File: src/rtl/qupls_rc_port_sched.sv
// Rc register-file read-port sequencer: issues up to NPORTS reads per cycle, oldest lane first,
// and presents the complete per-lane Rc operand set. Define QUPLS_RC_DEDUP_EN to share ports between equal registers.
module qupls_rc_port_sched #(
   parameter int WIDTH  = 4,
   parameter int NPORTS = 2,
   parameter int DW     = 64,
   parameter int AW     = 9
) (
   input  logic                 clk,
   input  logic                 rst_n,
   input  logic                 flush,
   input  logic                 in_valid,
   output logic                 in_ready,
   input  logic [WIDTH-1:0]     lane_v,
   input  logic [WIDTH*AW-1:0]  lane_rc,
   input  logic [WIDTH-1:0]     lane_rcz,
   output logic [NPORTS-1:0]    rf_rd_en,
   output logic [NPORTS*AW-1:0] rf_rd_reg,
   input  logic [NPORTS*DW-1:0] rf_rd_data,
   output logic                 out_valid,
   input  logic                 out_ready,
   output logic [WIDTH*DW-1:0]  out_rc_val,
   output logic [7:0]           busy_cycles
);

   typedef enum logic [1:0] {IDLE = 2'd0, READ = 2'd1, DRAIN = 2'd2, HOLD = 2'd3} state_t;

   state_t                       state_r, state_s;
   logic [WIDTH-1:0]             pending_r, pending_s, need_s, issue_s, taken_s;
   logic [WIDTH*AW-1:0]          rc_r;
   logic [NPORTS-1:0][WIDTH-1:0] tag_r, tag_s, sel_tag_s;
   logic [NPORTS-1:0][AW-1:0]    sel_reg_s, hold_reg_r;
   logic [NPORTS-1:0]            sel_en_s;
   logic                         grab_s, match_s, accept_s;
   logic                         in_ready_r, out_valid_r;
   logic [7:0]                   busy_r;
   logic [WIDTH*DW-1:0]          val_r;

   assign need_s      = lane_v & ~lane_rcz;
   assign in_ready    = in_ready_r;
   assign out_valid   = out_valid_r;
   assign out_rc_val  = val_r;
   assign busy_cycles = busy_r;
   assign rf_rd_en    = sel_en_s;

   // Port selection: walk lanes oldest first, handing each pending lane the next free port.
   always_comb begin
      sel_en_s  = '0;
      sel_reg_s = '0;
      sel_tag_s = '0;
      taken_s   = '0;
      grab_s    = 1'b0;
      match_s   = 1'b0;
      issue_s   = (state_r == READ) ? pending_r : '0;
      for (int i = 0; i < WIDTH; i++) begin
`ifdef QUPLS_RC_DEDUP_EN
         for (int k = 0; k < NPORTS; k++) begin
            match_s         = issue_s[i] && sel_en_s[k] && (sel_reg_s[k] == rc_r[i*AW +: AW]);
            sel_tag_s[k][i] = sel_tag_s[k][i] | match_s;
            taken_s[i]      = taken_s[i] | match_s;
         end
`endif
         for (int k = 0; k < NPORTS; k++) begin
            grab_s          = issue_s[i] && !taken_s[i] && !sel_en_s[k];
            sel_en_s[k]     = sel_en_s[k] | grab_s;
            sel_reg_s[k]    = grab_s ? rc_r[i*AW +: AW] : sel_reg_s[k];
            sel_tag_s[k][i] = sel_tag_s[k][i] | grab_s;
            taken_s[i]      = taken_s[i] | grab_s;
         end
      end
   end

   // Read-port register numbers; idle ports keep their last value.
   always_comb begin
      rf_rd_reg = '0;
      for (int k = 0; k < NPORTS; k++) begin
         rf_rd_reg[k*AW +: AW] = sel_en_s[k] ? sel_reg_s[k] : hold_reg_r[k];
      end
   end

   // Next-state, pending mask and return-tag logic; flush overrides every state.
   always_comb begin
      state_s   = state_r;
      pending_s = pending_r;
      tag_s     = '0;
      accept_s  = 1'b0;
      if (flush) begin
         state_s   = IDLE;
         pending_s = '0;
      end else begin
         case (state_r)
            IDLE: begin
               if (in_valid) begin
                  accept_s  = 1'b1;
                  pending_s = need_s;
                  state_s   = (need_s == '0) ? HOLD : READ;
               end else begin
                  pending_s = '0;
               end
            end
            READ: begin
               tag_s     = sel_tag_s;
               pending_s = pending_r & ~taken_s;
               state_s   = ((pending_r & ~taken_s) == '0) ? DRAIN : READ;
            end
            DRAIN:   state_s = HOLD;
            HOLD:    state_s = out_ready ? IDLE : HOLD;
            default: begin
               state_s   = IDLE;
               pending_s = '0;
            end
         endcase
      end
   end

   // Control state, handshake flags and issue bookkeeping.
   always_ff @(posedge clk or negedge rst_n) begin
      if (!rst_n) begin
         state_r     <= IDLE;
         pending_r   <= '0;
         tag_r       <= '0;
         rc_r        <= '0;
         hold_reg_r  <= '0;
         in_ready_r  <= 1'b1;
         out_valid_r <= 1'b0;
         busy_r      <= 8'd0;
      end else begin
         state_r     <= state_s;
         pending_r   <= pending_s;
         tag_r       <= tag_s;
         hold_reg_r  <= rf_rd_reg;
         in_ready_r  <= (state_s == IDLE);
         out_valid_r <= (state_s == HOLD);
         if (accept_s) begin
            rc_r <= lane_rc;
         end
         if (flush || accept_s) begin
            busy_r <= 8'd0;
         end else if ((state_r == READ) && (busy_r != 8'hFF)) begin
            busy_r <= busy_r + 8'd1;
         end
      end
   end

   // Operand capture: a new group starts from zero, so unread lanes stay 0.
   always_ff @(posedge clk or negedge rst_n) begin
      if (!rst_n) begin
         val_r <= '0;
      end else if (accept_s) begin
         val_r <= '0;
      end else if (!flush) begin
         for (int k = 0; k < NPORTS; k++) begin
            for (int i = 0; i < WIDTH; i++) begin
               if (tag_r[k][i]) begin
                  val_r[i*DW +: DW] <= rf_rd_data[k*DW +: DW];
               end
            end
         end
      end
   end

endmodule

File: config.mk
export PLATFORM = sky130hd
export DESIGN_NAME = qupls_rc_port_sched
export DESIGN_NICKNAME = d
export VERILOG_FILES = /design/src/rtl/qupls_rc_port_sched.sv
export SDC_FILE = /design/constraint.sdc
export NUM_CORES = 1
export LEC_CHECK = 0
export BUFFER_PORTS_ARGS = -buffer_cell sky130_fd_sc_hd__buf_2
export CAP_MARGIN = 20
export CORE_AREA = 2 2 181 183
export CTS_BUF_LIST = sky130_fd_sc_hd__clkbuf_4
export DETAILED_ROUTE_END_ITERATION = 16
export DIE_AREA = 0 0 183 185
export GPL_TIMING_DRIVEN = 0
export PLACE_DENSITY = 0.78
export SLEW_MARGIN = 25
export SYNTH_ARGS = -nofsm -noshare
export SYNTH_HDL_FRONTEND = slang
export SYNTH_SLANG_ARGS = --single-unit
File: constraint.sdc
create_clock -name clk -period 2.1 [get_ports clk]
set_clock_uncertainty 0.05 [all_clocks]
set_input_delay 0 -clock clk [delete_from_list [all_inputs] [get_ports clk]]
set_output_delay 0 -clock clk [all_outputs]
set_load 0.02 [all_outputs]
# After elaboration in Yosys (flattened, before gate mapping)

Cells that the tools add are included.

Bits in registers: 334
Latch bits: 0
RAM bits: 0
Bits in read-only memories: 0
Input port bits: 177
Logic and storage cells: 101
Memories kept: 0

Add/subtract/negate cells: 1
$mul: 0
Div/mod/pow operators: 0
$lt $le $gt $ge: 0
Equal/unequal tests: 6
Shift operators: 0
Mux-type cells: 36
Bitwise gates (word level): 12
Reductions and logical operators: 32

Operators with widths:

| cell                | count |
|---|---|
| $mux 256            | 2 |
| $mux 64             | 8 |
| $mux 9              | 9 |
| $mux 8              | 4 |
| $reduce_bool 3->1   | 5 |
| $mux 4              | 3 |
| $mux 2              | 5 |
| $logic_and 1x1->1   | 9 |
| $add 8x1->8 const B | 1 |
| $and 4x4->4         | 2 |
| $logic_not 1->1     | 8 |
| $logic_not 4->1     | 2 |
| $ne 8x8->1 const B  | 1 |
| $not 4->4           | 2 |
| $or 1x1->1          | 8 |
| $pmux 2 s4          | 1 |
| $pmux 4 s2          | 1 |
| $reduce_and 2->1    | 4 |
| $eq 2x2->1 const B  | 3 |
| $logic_not 2->1     | 2 |
| $mux 1              | 3 |
| $eq 2x1->1 const B  | 1 |
| $ne 2x1->1 const B  | 1 |
| $reduce_bool 2->1   | 1 |
| $logic_or 1x1->1    | 1 |

# Longest topological paths before layout

Gate-level depths: netlist of run 1.

Depth in word-level cells: 21
Depth in mapped cells: 7
Gate-level depth less buffers: 5

# Worst setup path before layout of run 1

Ideal clock, no wire load.

Path type: reg-to-reg
Start point: register busy_r[0], in the netlist busy_cycles[0]
End point: register busy_r[7], in the netlist busy_cycles[7]
Data arrival time: 1651 ps
Required time: 1971 ps
Setup slack: 320 ps
Stages on the path, launching flop included: 6
Path buffers: 0
Period minus slack after synthesis: 1780 ps
Path through: dfrtp_1 > ha_1 > nand3_1 > o21ai_2 > or4_1 > a21oi_1

Cells in the longest elaborated chain, start to end: 3

RTL lines:

| item                                        | line     | text |
|---|---|---|
| start: declaration                          | 36       | `logic [7:0] busy_r;` |
| start signal: assignment                    | 140      | `busy_r <= busy_r + 8'd1;` |
| $add 8x1->8 or $ne 8x8->1 (tied branches)   | 140, 139 |  |
| $mux 8 or $logic_and 1x1->1 (tied branches) | 139      | `end else if ((state_r == READ) && (busy_r != 8'hFF)) begin` |
| $mux 8 or $reduce_bool 2->1 (tied branches) | -        |  |

Parallel ways exist; a longest one is shown, timed or not. The select of a mux whose other input is x is not followed.
A chain may end at the register's enable or synchronous reset.

# Worst setup path in the final report of run 1

Start point: register tag_r[6] in the netlist's numbering
End point: register val_r[175], in the netlist out_rc_val[175]

Cells in the longest elaborated chain, start to end: 3

RTL lines:

| item                           | line | text |
|---|---|---|
| start: declaration             | 31   | `logic [NPORTS-1:0][WIDTH-1:0] tag_r, tag_s, sel_tag_s;` |
| start signal: assignment       | 130  | `tag_r <= tag_s;` |
| $mux 64                        | 154  | `if (tag_r[k][i]) begin` |
| $mux 256                       | 151  | `end else if (!flush) begin` |
| $mux 256                       | 149  | `end else if (accept_s) begin` |
| end signal: indexed assignment | 155  | `val_r[i*DW +: DW] <= rf_rd_data[k*DW +: DW];` |
| end: declaration               | 37   | `logic [WIDTH*DW-1:0] val_r;` |

Parallel ways exist; a longest one is shown, timed or not. The select of a mux whose other input is x is not followed.

==> results of run 1 <==
[final cells by class]
cell class / instances / area [sq um] / share of cell area
clock inverter: 17 / 63.8 / 0.00231
buffer: 114 / 1300 / 0.0471
timing repair buffer: 840 / 7030 / 0.254
antenna: 6 / 15.0 / 0.000543
sequential: 333 / 8340 / 0.301
clock buffer: 130 / 976 / 0.0353
tap: 408 / 510 / 0.0185
inverter: 4 / 15.0 / 0.000543
multi-input combinational: 843 / 9420 / 0.340
[routing by layer]
metal,share of wire,track usage,vias to the layer above
li1,-,-,6751
met2,0.47,0.641,1576
met4,0.096,0.217,8
met5,0.00091,0,-
met1,0.33,0.424,8664
met3,0.11,0.0965,632
[critical path, stage by stage (launching register included)]
cell,delay [ns]
dfrtp_1,0.41
buf_4,0.28
clkbuf_1,0.72
mux2i_1,0.85
o31ai_4,0.22
[logic make-up (layout without fill, tap and decap cells)]
logic type	count (synthesis)	count (layout)	synth area share
adders and majority gates	3	3	0.00202
xor gates and xnor gates	4	4	0.00217
muxes	229	229	0.145
DFF	333	333	0.517
buffers and inverters	124	1105	0.0477
other	0	6	0
AOI/OAI and AO/OA	341	342	0.215
and+or+nand+nor	264	265	0.0706
[cells in the final DEF (no fill, tap or decap), drive strengths merged, types with 2 or more instances in the layout]
| cell | count |
|---|---|
| a21o | 9 |
| a21oi | 6 |
| a221o | 9 |
| a22o | 73 |
| a22oi | 12 |
| and2 | 4 |
| and3 | 7 |
| buf | 608 |
| clkbuf | 198 |
| clkinv | 16 |
| dfrtp | 332 |
| diode | 6 |
| dlygate4sd3 | 278 |
| inv | 5 |
| maj3 | 2 |
| mux2 | 36 |
| mux2i | 193 |
| nand2 | 209 |
| nand2b | 2 |
| nand3 | 4 |
| nand4b | 9 |
| nor2 | 11 |
| nor2b | 5 |
| nor3 | 5 |
| nor4 | 2 |
| o211ai | 2 |
| o21ai | 28 |
| o31ai | 196 |
| o41ai | 2 |
| or3 | 2 |
| xor2 | 3 |
[power by group through the flow]
stage	logic (W)	clock network, W	registers, W
floorplan	0.00263	0	0.0100
global route	0.0107	0.00621	0.00942
detailed placement	0.00656	0	0.00876
global placement	0.00640	0	0.00870
CTS	0.00731	0.00564	0.00866
finish	0.0104	0.00595	0.00936
[registers in the layout, summed over array words and instances (netlist names)]
signal and count:
busy_cycles 8, hold_reg_r 18, in_ready 1, out_rc_val 256, out_valid 1, pending_r 4
rc_r 36, state_r 2, tag_r 7
[stage by stage]
stage                     instances  TNS [ns]
after floorplan                1298         0
after global placement         2168  -1807.59
after detailed placement       2171    -26.14
after CTS                      2619     -9.79
after global routing           2693    -63.88
final                          2695    -47.75
[worst max path at each step]
stage | to | slack (ns) | cells after the start
2_1_floorplan | busy_cycles[7]$_DFFE_PN0P_ | 0.32 | 5
3_3_place_gp | rc_r[9]$_DFFE_PN0P_ | -5.39 | 1
3_5_place_dp | out_rc_val[179]$_DFFE_PN0P_ | -0.22 | 6
4_1_cts | rf_rd_reg[16] | -0.39 | 8
5_1_grt | out_rc_val[175]$_DFFE_PN0P_ | -0.54 | 4
6_report | out_rc_val[175]$_DFFE_PN0P_ | -0.59 | 4
[repair_timing]
action / CTS / global route
hold buffers: 278 / 0
gates cloned: 5 / 50
setup buffers: 23 / 21
hold endpoints to repair: 555 / 0
gates resized for setup: 129 / 596
endpoints found under the setup margin: 218 / 294
pin swaps: 16 / 213
==> results.toml, run 1 <==
[timing]
hold_violations = 0
slew_viol_final = 0
worstMarginPinSlew_ns = 0.980
rsz0062_at_grt = "true"
fin_ws_ns = -0.593
final-setup-viol-count = 286
max_freq_mhz = 371
period_minus_slack_ns = 2.69
relSlewSlack = 0.347
holdWs_ns = 0.0392
finalCritPeriodShare = 1.28

[grt]
antenna_found_initial = 9
grt_pass1_vias = 16700
grt_use_total = 0.374
grt_first_pass_wirelength_mm = 96.6
grt_max_degree = 94
overflow = 0

[status]
failed_checks = "setup timing"
status = "complete, but fails checks"

[critical_path]
crit_start = "tag_r[6]$_DFF_PN0_"
critPathRequiredTime_ns = 2.66
worstPathMaxFanout = 10
r2r_end = "out_rc_val[175]$_DFFE_PN0P_"
cp-end-kind = "flip-flop"
cp.arrival_ns = 3.25
start_kind = "flip-flop"
rrSetupSlack_ns = -0.59
criticalPathCategory = "reg2reg"
rr_startpoint = "tag_r[6]$_DFF_PN0_"
r2r_cells = 4

[clock_network]
clkSinkCount = 333
cts_made_buffers = 89
h-tree-depth = 3
clk_latency_ns = 0.81
path_clk_slew_ns = 0.07
clk_path_buf_depth = 3
root_buffer = "clkbuf_4"
cts_tree = "done"

[floorplanning]
dieArea_sq_um = 33900
die_width_um = 183
rows = 66
io_pins = 463
core_area_sq_um = 32000
die_y_um = 185
initial_core_util = 0.503

[route]
route.detailed.drc = 0
routed_via_density = 6.54
wirelength_mm = 83.2
first_pass_iters = 5
drt_iter0_drc = 1752
drtAntennaViolNets = 0
via_count = 17600
wl_per_cell_um = 30.9

[synth]
postSynthAreaPerCell_sq_um = 12.4
syn-cell-area_sq_um = 16100
synth_top_area_share = 0.515
ys_ff_latch = 333
synth_most_common_cell = "dfrtp_1"
syn_inst = 1298
synthTopCellsByCount = "dfrtp_1, nand2_1, mux2i_1"
syn_nets = 1476
ys.flop_type = "dfrtp_1"
yosysSeqAreaShare = 0.517
synth_area_leaders = "dfrtp_1, o31ai_2, mux2i_1"
synth_edf_count = 0
ys_warn_count = 0
synthArstFlopShare = 1.00
yosys.area.top_type = "dfrtp_1"
ys_types = 52

[cells_and_area]
fill_cells = 1366
drive_above_1_share = 0.528
post-route-util = 0.863
syn_to_final_growth_pct = 71.7
nNetsFinal = 2403
design_area_sq_um = 27700

[placement]
dp_hpwl_mm = 37.3
portBuffers = 462
gp_congestion = 0.881
dp_slack_ns = -0.221
place_area_sq_um = 19000

[pwr]
p_sw_frac = 0.416
finalPower_w = 0.0257
p_clk_frac = 0.231
power_frac_comb = 0.405
p_int_w = 0.0150
seqPwrFrac = 0.364
worst_ir_drop_vdd_uv = 766
pwr_density_cell_nw_per_um2 = 929
power_switching_w = 0.0107
power.leakage_nw = 12.7

[flow_run]
drv_cap = 0

[min_path]
hp-class = "in2reg"
min_to = "out_rc_val[6]$_DFFE_PN0P_"
min-delay-start = "rf_rd_data[6]"
hold_path_depth = 3
Power figures use the tool's default switching activity.
==> inputs of run 2 (changes only) <==
- CORE_AREA: 2 2 181 183 -> not set
- CORE_MARGIN: not set -> 4
- CORE_UTILIZATION: not set -> 54
- DIE_AREA: 0 0 183 185 -> not set
- HOLD_SLACK_MARGIN: not set -> 0.12
- PLACE_DENSITY: 0.78 -> 0.83
==> run 2 against run 1 <==
Effect of this change:
- the run still ends with setup timing left
- global-route usage is 4.8 points higher
- via count is 2.4% lower
- clock-buffer cell count is 3 lower
- clock power is 3.4% lower
- first-iteration DRC count is 12% higher
- critical path depth is 2 higher
- final area is 15% lower
- routed wire length is 8.1% lower
- fmax is 3.0% lower
- register-to-register slack better by 0.49 ns
- combinational power is 23% lower
- largest cell class is now flip-flops and latches
==> results.toml, run 2 (same netlist as run 1, synthesis figures left out) <==
[clock_network]
cts_tree = "done"
root_buffer = "clkbuf_4"
clkSinkCount = 333
clk_latency_ns = 0.72
path_clk_slew_ns = 0.10
clk_path_buf_depth = 3
h-tree-depth = 3
cts_made_buffers = 86

[status]
failed_checks = "setup timing"
status = "complete, but fails checks"

[timing]
final-setup-viol-count = 23
hold_violations = 0
max_freq_mhz = 360
holdWs_ns = 0.159
worstMarginPinSlew_ns = 0.879
finalCritPeriodShare = 1.32
relSlewSlack = 0.414
slew_viol_final = 0
period_minus_slack_ns = 2.78
finalSetupTns_ns = -8.10
fin_ws_ns = -0.677
rsz0062_at_grt = "true"

[min_path]
min_to = "out_rc_val[151]$_DFFE_PN0P_"
min-delay-start = "rf_rd_data[87]"
hold_path_depth = 4
hp-class = "in2reg"

[cells_and_area]
syn_to_final_growth_pct = 45.6
design_area_sq_um = 23500
fill_cells = 1493
seq_area_sq_um = 8340
layoutNonFillerInstCount = 2597
nNetsFinal = 2333
largest_reg_flops = 256
drive_above_1_share = 0.434
multi_input_area_sq_um = 7180
final_cell_mix = "buf_2, dfrtp_1, dlygate4sd3_1, nand2_1, mux2i_1"
final_common_cell = "buf_2"

[route]
wl_met2_mm = 34.4
via_count = 17200
drt-met1-wl_mm = 24.2
wl_met3_mm = 9.63
top_layer = "met5"
first_pass_iters = 8
wl_per_cell_um = 29.5
drtAntennaViolNets = 0
routed_via_density = 6.63
drt_iter0_drc = 1954
wirelength_mm = 76.5
route.detailed.drc = 0

[placement]
portBuffers = 462
place_area_sq_um = 19000
dp_hpwl_mm = 39.6
dp_slack_ns = -0.184
dp.cells = 2147
gp_congestion = 0.902

[critical_path]
path_buf_inv = 2
path_delay_family = "compound AO/OA/AOI/OAI gates"
rr_startpoint = "pending_r[1]$_DFFE_PN0P_"
r2r_cells = 7
max_stage_delay_ns = 0.52
cp-end-kind = "output pin"
critPathSlowestCell = "dfrtp_2"
criticalPathCategory = "reg2out"
r2r_end = "hold_reg_r[14]$_DFF_PN0_"
start_kind = "flip-flop"
cp_cell_sequence = "buf_8, and2_4, nand4b_1, o21ai_2, a221o_1, buf_6"
cp.arrival_ns = 2.73
rrSetupSlack_ns = -0.10
critPathRequiredTime_ns = 2.05
worstPathMaxFanout = 9

[floorplanning]
io_pins = 463
die_y_um = 181
dieArea_sq_um = 32700
core_area_sq_um = 29100
rows = 62
die_width_um = 181
initial_core_util = 0.554

[grt]
grt_max_degree = 94
overflow = 0
antenna_found_initial = 5
grt_use_total = 0.422
grt_pass1_vias = 17800
grt_first_pass_wirelength_mm = 107

[flow_run]
drv_cap = 0

[pwr]
worst_ir_drop_vdd_uv = 725
power.leakage_nw = 11.1
pwr_density_cell_nw_per_um2 = 967
==> run 2: how the worst max path moves through the flow <==
stage	from	to	slack, ns	cells after the start
final	pending_r[1]$_DFFE_PN0P_	rf_rd_reg[10]	-0.68	6
after global routing	pending_r[2]$_DFFE_PN0P_	rf_rd_reg[10]	-0.74	5
after CTS	state_r[0]$_DFF_PN0_	rf_rd_reg[11]	-0.28	7
after detailed placement	state_r[0]$_DFF_PN0_	out_rc_val[136]$_DFFE_PN0P_	-0.18	6
after global placement	rst_n	out_rc_val[53]$_DFFE_PN0P_	-5.36	1
after floorplan	busy_cycles[0]$_DFFE_PN0P_	busy_cycles[7]$_DFFE_PN0P_	0.32	5
==> run 2: metal layers <==
metal / vias up / GRT usage
met2: 1774 / 0.679
li1: 6558 / -
met3: 680 / 0.127
met5: - / 0
met1: 8191 / 0.472
met4: 4 / 0.319
==> run 2: per-stage QoR <==
step	utilization	total power [W]
after floorplan	-	0.0126
after global placement	0.650	0.0152
after global routing	0.806	0.0233
final	0.806	0.0227
after CTS	0.797	0.0213
after detailed placement	0.653	0.0154
==> run 2: tightest hold or removal path, cell delays in order <==
cell           delay [ns]
dlygate4sd3_1        0.52
buf_2                0.14
mux2i_1              0.10
o31ai_2              0.17
==> run 2: cell type report <==
| type | count | area share |
|---|---|---|
| buffer | 114 | 0.0347 |
| antenna | 6 | 0.000640 |
| timing repair buffer | 773 | 0.239 |
| inverter | 4 | 0.000640 |
| multi-input combinational | 843 | 0.306 |
| clock inverter | 13 | 0.00272 |
| tap | 384 | 0.0205 |
| sequential | 333 | 0.355 |
| clock buffer | 127 | 0.0406 |
==> run 2: timing repair <==
item	CTS	global route
endpoints found under the setup margin	199	56
hold buffers	284	1
pin swaps	10	9
gates resized for setup	62	75
endpoints found under the hold margin	554	2
gates cloned	4	0
buffers inserted	12	10
==> run 2: power by group <==
part,leakage (nW),internal (W),switching (W),total (W)
Sequential,4.29,0.00784,0.00112,0.00896
Clock,0.602,0.00274,0.00301,0.00575
Combinational,6.22,0.00288,0.00510,0.00798
